==> src/rtl/alu_pkg.sv <==
// Shared ALU definitions used by the request and response sides.
//   PKT_DATA / PKT_CTL : value of the type bit that follows a packet's start bit
//   pkt_state_t        : bit-level receiver states
//   rsp_t              : one assembled response {C, ctl, err, chk_ok}
//   crc3_37            : CRC-3 (x^3+x+1, init 0) over 37 bits, MSB first
package alu_pkg;

  localparam logic PKT_DATA = 1'b0;
  localparam logic PKT_CTL  = 1'b1;

  typedef enum logic [1:0] {
    PK_IDLE,
    PK_RX,
    PK_WAIT_IDLE
  } pkt_state_t;

  typedef struct packed {
    logic [31:0] C;
    logic [7:0]  ctl;
    logic        err;
    logic        chk_ok;
  } rsp_t;

  // Serial LFSR form: feedback is the outgoing MSB xor the incoming bit,
  // folded back through the x^1 and x^0 taps.
  function automatic logic [2:0] crc3_37(input logic [36:0] d);
    logic [2:0] crc;
    logic       fb;
    crc = 3'b000;
    for (int i = 36; i >= 0; i--) begin
      fb  = crc[2] ^ d[i];
      crc = {crc[1:0], 1'b0} ^ {1'b0, fb, fb};
    end
    return crc;
  endfunction

endpackage

==> src/rtl/alu_rx_packet.sv <==
// Bit-level receiver for one 11-bit packet: start(0), type, d7..d0, stop(1).
//   clk, rst_n    : clock, asynchronous active-low reset
//   sout          : serial line, idles high
//   pkt_valid     : high in the stop-bit sample cycle when the stop bit is 1
//   pkt_type      : received type bit (valid with pkt_valid)
//   pkt_byte      : received payload byte, d7 first (valid with pkt_valid)
//   pkt_stop_err  : high in the stop-bit sample cycle when the stop bit is 0
module alu_rx_packet
  import alu_pkg::*;
(
  input  logic       clk,
  input  logic       rst_n,
  input  logic       sout,
  output logic       pkt_valid,
  output logic       pkt_type,
  output logic [7:0] pkt_byte,
  output logic       pkt_stop_err
);

  // Sample index within RX: 0 = type, 1..8 = d7..d0, 9 = stop.
  localparam logic [3:0] STOP_IDX = 4'd9;

  pkt_state_t state_q;
  logic [3:0] bit_cnt_q;
  logic       type_q;
  logic [7:0] byte_q;
  logic       stop_sample;

  // Packet strobes are decoded from the stop sample itself so the frame
  // layer can register its result on that same edge, which also lets a
  // start bit in the very next cycle be accepted.
  assign stop_sample  = (state_q == PK_RX) && (bit_cnt_q == STOP_IDX);
  assign pkt_valid    = stop_sample & sout;
  assign pkt_stop_err = stop_sample & ~sout;
  assign pkt_type     = type_q;
  assign pkt_byte     = byte_q;

  always_ff @(posedge clk or negedge rst_n) begin
    if (!rst_n) begin
      state_q   <= PK_IDLE;
      bit_cnt_q <= '0;
      type_q    <= 1'b0;
      byte_q    <= '0;
    end else begin
      case (state_q)
        // Any low sample starts a packet; there is no mid-bit recheck.
        PK_IDLE: begin
          if (!sout) begin
            state_q   <= PK_RX;
            bit_cnt_q <= '0;
          end
        end
        PK_RX: begin
          if (bit_cnt_q == 4'd0) begin
            type_q <= sout;
          end else if (bit_cnt_q != STOP_IDX) begin
            byte_q <= {byte_q[6:0], sout};
          end
          if (bit_cnt_q == STOP_IDX) begin
            state_q <= sout ? PK_IDLE : PK_WAIT_IDLE;
          end else begin
            bit_cnt_q <= bit_cnt_q + 4'd1;
          end
        end
        // A line stuck low must return high before a new start is accepted.
        PK_WAIT_IDLE: begin
          if (sout) state_q <= PK_IDLE;
        end
        default: state_q <= PK_IDLE;
      endcase
    end
  end

endmodule

==> src/rtl/alu_rsp_deserializer.sv <==
// ALU serial response receiver: reassembles packets into one checked response.
//   DATA_PKTS  : data packets per normal response, MSB byte first
//   clk, rst_n : clock, asynchronous active-low reset
//   sout       : serial response line, idles high
//   rsp_valid  : one-cycle pulse, response outputs updated in the same cycle
//   rsp_C      : assembled result (0 for error frames)
//   rsp_ctl    : received ctl byte
//   rsp_err    : response is an error frame (ctl[7]=1)
//   rsp_chk_ok : CRC match (normal) or parity match (error frame)
//   proto_err  : one-cycle pulse on a framing or sequence violation
module alu_rsp_deserializer
  import alu_pkg::*;
#(
  parameter int DATA_PKTS = 4
) (
  input  logic        clk,
  input  logic        rst_n,
  input  logic        sout,
  output logic        rsp_valid,
  output logic [31:0] rsp_C,
  output logic [7:0]  rsp_ctl,
  output logic        rsp_err,
  output logic        rsp_chk_ok,
  output logic        proto_err
);

  localparam int               CNT_W    = $clog2(DATA_PKTS + 2);
  localparam logic [CNT_W-1:0] CNT_FULL = CNT_W'(DATA_PKTS);

  logic       pkt_valid;
  logic       pkt_type;
  logic [7:0] pkt_byte;
  logic       pkt_stop_err;

  logic [CNT_W-1:0] cnt_q, cnt_d;
  logic [31:0]      sr_q, sr_d;
  rsp_t             rsp_q, rsp_d;
  logic             rsp_valid_q, rsp_valid_d;
  logic             proto_err_q, proto_err_d;
  logic             crc_ok;
  logic             par_ok;

  alu_rx_packet u_rx (
    .clk          (clk),
    .rst_n        (rst_n),
    .sout         (sout),
    .pkt_valid    (pkt_valid),
    .pkt_type     (pkt_type),
    .pkt_byte     (pkt_byte),
    .pkt_stop_err (pkt_stop_err)
  );

  // CRC covers the result plus a zero pad bit and the four flag bits.
  assign crc_ok = (crc3_37({sr_q, 1'b0, pkt_byte[6:3]}) == pkt_byte[2:0]);
  // Error frames carry odd parity over ctl[6:0].
  assign par_ok = (pkt_byte[0] == ~^pkt_byte[6:1]);

  always_comb begin
    cnt_d       = cnt_q;
    sr_d        = sr_q;
    rsp_d       = rsp_q;
    rsp_valid_d = 1'b0;
    proto_err_d = 1'b0;
    if (pkt_stop_err) begin
      proto_err_d = 1'b1;
      cnt_d       = '0;
      sr_d        = '0;
    end else if (pkt_valid) begin
      case (pkt_type)
        PKT_DATA: begin
          if (cnt_q == CNT_FULL) begin
            proto_err_d = 1'b1;
            cnt_d       = '0;
            sr_d        = '0;
          end else begin
            sr_d  = {sr_q[23:0], pkt_byte};
            cnt_d = cnt_q + CNT_W'(1);
          end
        end
        PKT_CTL: begin
          cnt_d = '0;
          sr_d  = '0;
          if ((cnt_q == CNT_FULL) && !pkt_byte[7]) begin
            rsp_valid_d  = 1'b1;
            rsp_d.C      = sr_q;
            rsp_d.ctl    = pkt_byte;
            rsp_d.err    = 1'b0;
            rsp_d.chk_ok = crc_ok;
          end else if ((cnt_q == '0) && pkt_byte[7]) begin
            rsp_valid_d  = 1'b1;
            rsp_d.C      = '0;
            rsp_d.ctl    = pkt_byte;
            rsp_d.err    = 1'b1;
            rsp_d.chk_ok = par_ok;
          end else begin
            proto_err_d = 1'b1;
          end
        end
        default: ;
      endcase
    end
  end

  always_ff @(posedge clk or negedge rst_n) begin
    if (!rst_n) begin
      cnt_q       <= '0;
      sr_q        <= '0;
      rsp_q       <= '0;
      rsp_valid_q <= 1'b0;
      proto_err_q <= 1'b0;
    end else begin
      cnt_q       <= cnt_d;
      sr_q        <= sr_d;
      rsp_q       <= rsp_d;
      rsp_valid_q <= rsp_valid_d;
      proto_err_q <= proto_err_d;
    end
  end

  assign rsp_valid  = rsp_valid_q;
  assign rsp_C      = rsp_q.C;
  assign rsp_ctl    = rsp_q.ctl;
  assign rsp_err    = rsp_q.err;
  assign rsp_chk_ok = rsp_q.chk_ok;
  assign proto_err  = proto_err_q;

endmodule

==> config.mk <==
export PLATFORM = sky130hd
export DESIGN_NAME = alu_rsp_deserializer
export DESIGN_NICKNAME = d
export VERILOG_FILES = /design/src/rtl/alu_pkg.sv /design/src/rtl/alu_rx_packet.sv /design/src/rtl/alu_rsp_deserializer.sv
export SDC_FILE = /design/constraint.sdc
export NUM_CORES = 1
export LEC_CHECK = 0
export CAP_MARGIN = 20
export CELL_PAD_IN_SITES_DETAIL_PLACEMENT = 0
export CELL_PAD_IN_SITES_GLOBAL_PLACEMENT = 2
export CORE_MARGIN = 3
export CORE_UTILIZATION = 40
export CTS_CLUSTER_DIAMETER = 50
export DETAILED_ROUTE_END_ITERATION = 10
export PLACE_DENSITY_LB_ADDON = 0.1
export SYNTH_ARGS = -nofsm -noshare
export SYNTH_HDL_FRONTEND = slang
export SYNTH_SLANG_ARGS = --single-unit
==> constraint.sdc <==
create_clock -name clk -period 4.74 [get_ports clk]
set_input_delay 0.948 -clock clk [delete_from_list [all_inputs] [get_ports clk]]
set_output_delay 0.948 -clock clk [all_outputs]
set_load 0.005 [all_outputs]
==> out/metrics.cfg, run 1 <==
[pwr]
switching_share_pct=32.9
internal_power_uw=1790
seqPwrFrac_pct=42.0
p_clk_share_pct=21.0
p_leak_uw=0.00219
switchingPower_uw=877
irDropWorstVdd_mv=0.317
comb_power_share_pct=37.0
pwr_density_cell_nw_per_um2=536

[clocking]
numCtsBuffers=9
cts_setup_buffers=0
clockBufferDepth=2
clk-insertion-delay-late_ps=360
cts-htree-levels=3
ctsRootBufferMaster=clkbuf_8
clkTransAtPathRegs_ps=80
cts_tree=done
cts_sinks=94
cts_resized=0
ctsHoldBuffers=0

[hold_path]
min_path_cells=2
hold_end=rsp_C[25]
hold_start=rsp_C[25]
hold_path.class=flip-flop to flip-flop

[setup_path]
crit_type=primary input to flip-flop
r2r-start=u_rx.bit_cnt_q[1]
crit_chain=clkdlybuf4s50_1, inv_1, nor2_1, and2_1, buf_4, a22o_1
path_max_fanout=20
worstPathArrival_ps=2900
r2r_slack_ps=2140
worst-r2r-cell-count=10
slowest_stage=and2_1
slowest_delay_ps=600
worst_setup_path_end_kind=flip-flop
cp.required_ps=5030
cp-start-kind=primary input
regToRegEndpoint=sr_q[26]

[finish]
num_antenna_cells=0
fillers=936
area_growth_pct=20.1
nNetsFinal=422
drive_above_1_share_pct=9.55
seqCellArea_sq_um=2350
multi_input_area_sq_um=1700

[yosys]
syn_avg_cell_area_sq_um=11.1
synthCells=372
synth_top_family_by_area=compound AO/OA/AOI/OAI gates
synthArstFlopShare_pct=100
synth_simple_gate_area_share_pct=10.1
synthXorXnorAreaFrac_pct=11.2
ys_seq_elements=94
yosysWarnings=0
yosysTopAreaCell=dfrtp_1
yosys-top-cells-count=94 x dfrtp_1, 81 x nand2_1, 37 x o21ai_0, 34 x a22o_1, 31 x xnor2_1
synth.area.top_cells=dfrtp_1 57%, nand2_1 7.3%, a22o_1 7.2%
muxShareOfSynthArea_pct=4.35
synth_edf_count=0
synthAdderAreaFrac_pct=1.51
synth_compound_area_share_pct=13.6
synthFlopType=dfrtp_1
yosysMostFrequentCell=dfrtp_1
seq_area_frac_synth_pct=56.8
synth_area_sq_um=4140
synth_fp_nets=380
synth_top_area_share_pct=56.8
synth.distinct_cells=28

[global_route]
gr-total-overflow=0
grt_use_total_pct=15.9
grt_pass1_wl_microns=14300
grt_max_degree=57
grt_pass1_vias=2699
antenna_found_initial=0

[die]
core_area_sq_um=9910
dieArea_sq_um=11600
die_h_microns=108
start_util_pct=41.8
io_pins=47
rows=36
fp.dieW_microns=108

[timing]
finalWorstPathRequiredPeriod_ps=2610
finalSetupViolCount=0
period_share_pct=55.1
rsz0062_at_grt=no
fmax_ghz=0.383
slew_headroom_pct=49.4
finClkSkew_ps=11.8
holdWs_ps=480
hold_viol=0
setup_tns_ps=0
maxSlewViolCount=0
max_slew.worst_pin.slew_ps=758

[placed_design]
dp_hpwl_microns=5660
routabilityCongestion=0.749
portBuffers=46

[job]
maxCapViolCount=0

[route]
drc=0
drt_iter0_drc=66
wl_per_cell_microns=15.3
vias=2720
vias_per_cell=4.93
wl_microns=8450
firstDrtPassIters=4
ant_nets=0

[run_status]
status=completed

layer usage:
metal	share of wire (%)	vias to the layer above	global-route usage, %
li1	-	1350	-
met1	49	1331	22.8
met5	0	-	0
met4	0.98	0	4.60
met3	2.3	8	3.12
met2	47	31	24.5
registers in the layout (all words and copies together) (netlist names):
signal	flops
cnt_q	3
sr_q	32
rsp_err	1
rsp_chk_ok	1
u_rx.bit_cnt_q	4
u_rx.pkt_byte	8
rsp_ctl	8
rsp_C	32
rsp_valid	1
u_rx.pkt_type	1
proto_err	1
u_rx.state_q	2
stage by stage:
stage               area, sq um  utilization (%)  total power, uW  std cells  setup slack [ps]
finish                     4970             50.2             2670        552              2130
global route               4970             50.2             2850        552              1750
CTS                        4940             49.9             2700        551              2090
detailed placement         4740             47.8             2130        535              1720
global placement           4740             47.8             2120        535              1780
floorplan                  4140                -             1880        372              2450
cell type report:
cell class                 count  share of cell area (%)
clock buffer                  12                    3.12
clock inverter                 4                    1.08
inverter                       7                   0.528
multi-input combinational    251                    34.2
sequential                    94                    47.3
tap                          133                    3.35
timing repair buffer          51                    10.4
power groups by stage:
stage	registers, uW	clock network [uW]	logic, uW
2_1_floorplan	1070	0	808
3_3_place_gp	1140	0	985
3_5_place_dp	1140	0	992
4_1_cts	1120	579	997
5_1_grt	1140	608	1100
6_report	1120	559	987
cell families (layout without fill, tap and decap cells):
family | after synthesis | after routing
multiplexers | 16 | 16
adder cells (fa/ha/maj) | 5 | 5
AO/OA/AOI/OAI | 83 | 83
XOR/XNOR | 44 | 44
buffers and inverters | 27 | 74
flip-flops | 94 | 94
AND/OR/NAND/NOR | 103 | 103
critical path, delay by kind of cell:
family	cells	cell delay, ps
buffers and inverters	3	960
AO/OA/AOI/OAI	1	170
AND/OR/NAND/NOR	2	820
cells in the final DEF (no fill, tap or decap), drive strengths merged, types with 3 or more instances in the layout:
cell,instances
nor2b,5
buf,6
a21oi,4
o21ai,38
nand2,81
clkbuf,12
mux2,16
nor2,7
a22o,34
clkdlybuf4s50,45
xnor2,31
xor2,8
ha,5
dfrtp,94
xnor3,5
nand3,3
inv,8
how the worst max path moves through the flow:
stage,from,end,slack (ps)
6_report,sout,sr_q[26],2130
5_1_grt,u_rx.bit_cnt_q[1],rsp_C[18],1750
4_1_cts,u_rx.bit_cnt_q[1],rsp_C[30],2090
3_5_place_dp,sout,rsp_C[18],1720
3_3_place_gp,sout,rsp_C[14],1780
2_1_floorplan,sout,rsp_ctl[5],2450
(Power assumes the default switching activity.)
==> inputs of run 2 (changes only) <==
CORE_UTILIZATION = 37   (was 40)
clock period = 2.6 ns   (was 4.74 ns; I/O delays follow)
==> out/metrics.cfg, run 2 (same netlist as run 1, synthesis figures left out) <==
[run_status]
status=completed

[route]
drt-met1-wl_microns=4100
drc=0
firstDrtPassIters=4
wl_microns=8760
wl_met2_microns=4270
drt_iter0_drc=93
routed.top_layer=met4
wl_per_cell_microns=15.6
vias=2757
wl_met3_microns=324
ant_nets=0
vias_per_cell=4.92

[finish]
finalNonFillerCells=560
layout_common_cells=94 x dfrtp_1, 81 x nand2_1, 45 x clkdlybuf4s50_1, 37 x o21ai_0, 34 x a22o_1
num_antenna_cells=0
drive_above_1_share_pct=11.6
mostFrequentLayoutCell=dfrtp_1
nNetsFinal=428
area_growth_pct=21.7

[timing]
finClkSkew_ps=12.0
period_share_pct=93.5
maxSlewViolCount=0
setup_slack_ps=170
finalSetupViolCount=0
setup_tns_ps=0
slew_headroom_pct=58.7
max_slew.worst_pin.slew_ps=619
hold_viol=0
rsz0062_at_grt=no
finalWorstPathRequiredPeriod_ps=2430
fmax_ghz=0.412

[pwr]
switching_share_pct=33.2
irDropWorstVdd_mv=0.652
p_total_uw=4860
internal_power_uw=3250
switchingPower_uw=1610
pwr_density_cell_nw_per_um2=965
comb_power_share_pct=39.2
p_clk_share_pct=19.1
seqPwrFrac_pct=41.7
p_leak_uw=0.00223

[clocking]
cts_tree=done
clockBufferDepth=2
clk-insertion-delay-late_ps=350
numCtsBuffers=9
clkTransAtPathRegs_ps=90
cts_setup_buffers=0
ctsRootBufferMaster=clkbuf_8
cts-htree-levels=3
cts_sinks=94

[die]
fp.dieW_microns=112
start_util_pct=39.0
core_area_sq_um=10600
rows=37
dieArea_sq_um=12500
io_pins=47
die_h_microns=112

[setup_path]
slowest_delay_ps=470
crit_family=XOR/XNOR gates
path_max_fanout=6
slowest_stage=dfrtp_1
crit_top_cell=xnor3_1
crit_type=flip-flop to flip-flop
path_buf_inv=0
cp.required_ps=2870
worst_setup_path_end_kind=flip-flop
cp-start-kind=flip-flop
crit_chain=xnor2_2, xnor2_1, xnor3_1, xnor3_1, or3_1, o22ai_1, o21ai_1, a2bb2oi_1
worstPathArrival_ps=2700

[hold_path]
hold_path.class=primary input to async pin

[placed_design]
portBuffers=46
dp.cells=545
dp_hpwl_microns=6100
pre_cts_slack_ps=194
routabilityCongestion=0.762

[global_route]
gr-total-overflow=0
grt_max_degree=48
grt_pass1_vias=2828
grt_use_total_pct=14.8
grt_pass1_wl_microns=14800
antenna_found_initial=0

[job]
maxCapViolCount=0

-- run 2: changes by cell type in the layout (fill, tap and decap cells not counted), sizes merged --
cell / before / now
clkbuf: 12 / 10
clkinvlp: 2 / 3
inv: 8 / 7
clkinv: 0 / 1
buf: 6 / 12
-- run 2: final cells by class --
cell class                 instances  area, sq um
clock inverter                     5         61.3
tap                              136          170
clock buffer                      10          128
sequential                        94         2350
fill                            1018         5570
multi-input combinational        251         1730
inverter                           7         26.3
timing repair buffer              57          566
-- run 2: worst reg2reg max path, stage by stage (launching register included) --
cell and delay, ps:
dfrtp_1 470, xnor2_2 180, xnor2_1 170, xnor3_1 400, xnor3_1 380, or3_1 330
o22ai_1 180, o21ai_1 90, a2bb2oi_1 160
-- run 2: path summary, 6_finish.rpt --
kind / start / end / slack, ps / depth (start not counted)
min in group clk: rsp_err / rsp_err / 480 / 2
hold reg to reg: rsp_err / rsp_err / 480 / 2
setup reg to reg: u_rx.pkt_byte[5] / rsp_chk_ok / 170 / 8
max in group asynchronous: rst_n / u_rx.state_q[0] / 1770 / 2
setup / recovery: u_rx.pkt_byte[5] / rsp_chk_ok / 170 / 8
hold / removal: rst_n / rsp_C[19] / 180 / 1
-- run 2: power by group through the flow --
stage | Sequential (uW) | Combinational [uW] | Clock (uW)
after global placement | 2040 | 1870 | 0
after floorplan | 1960 | 1470 | 0
after detailed placement | 2050 | 1900 | 0
after CTS | 2020 | 1910 | 974
after global routing | 2070 | 2100 | 1040
final | 2030 | 1910 | 931
-- run 2: metal layers --
| layer | global-route usage, % | vias up |
|---|---|---|
| met5 | 0 | - |
| met4 | 3.16 | 0 |
| met3 | 4.02 | 6 |
| met2 | 23.9 | 47 |
| met1 | 20.0 | 1343 |
| li1 | - | 1361 |
-- run 2: timing repair --
action,4_1_cts,5_1_grt
setup endpoints to repair,0,1
resized for setup,0,4
hold buffers,0,0
-- run 2: metrics by stage --
stage	area (sq um)	hold WS [ps]	utilization (%)
global route	5040	207	47.5
detailed placement	4820	463	45.4
global placement	4820	461	45.4
floorplan	4140	224	-
finish	5040	179	47.5
CTS	5010	191	47.2
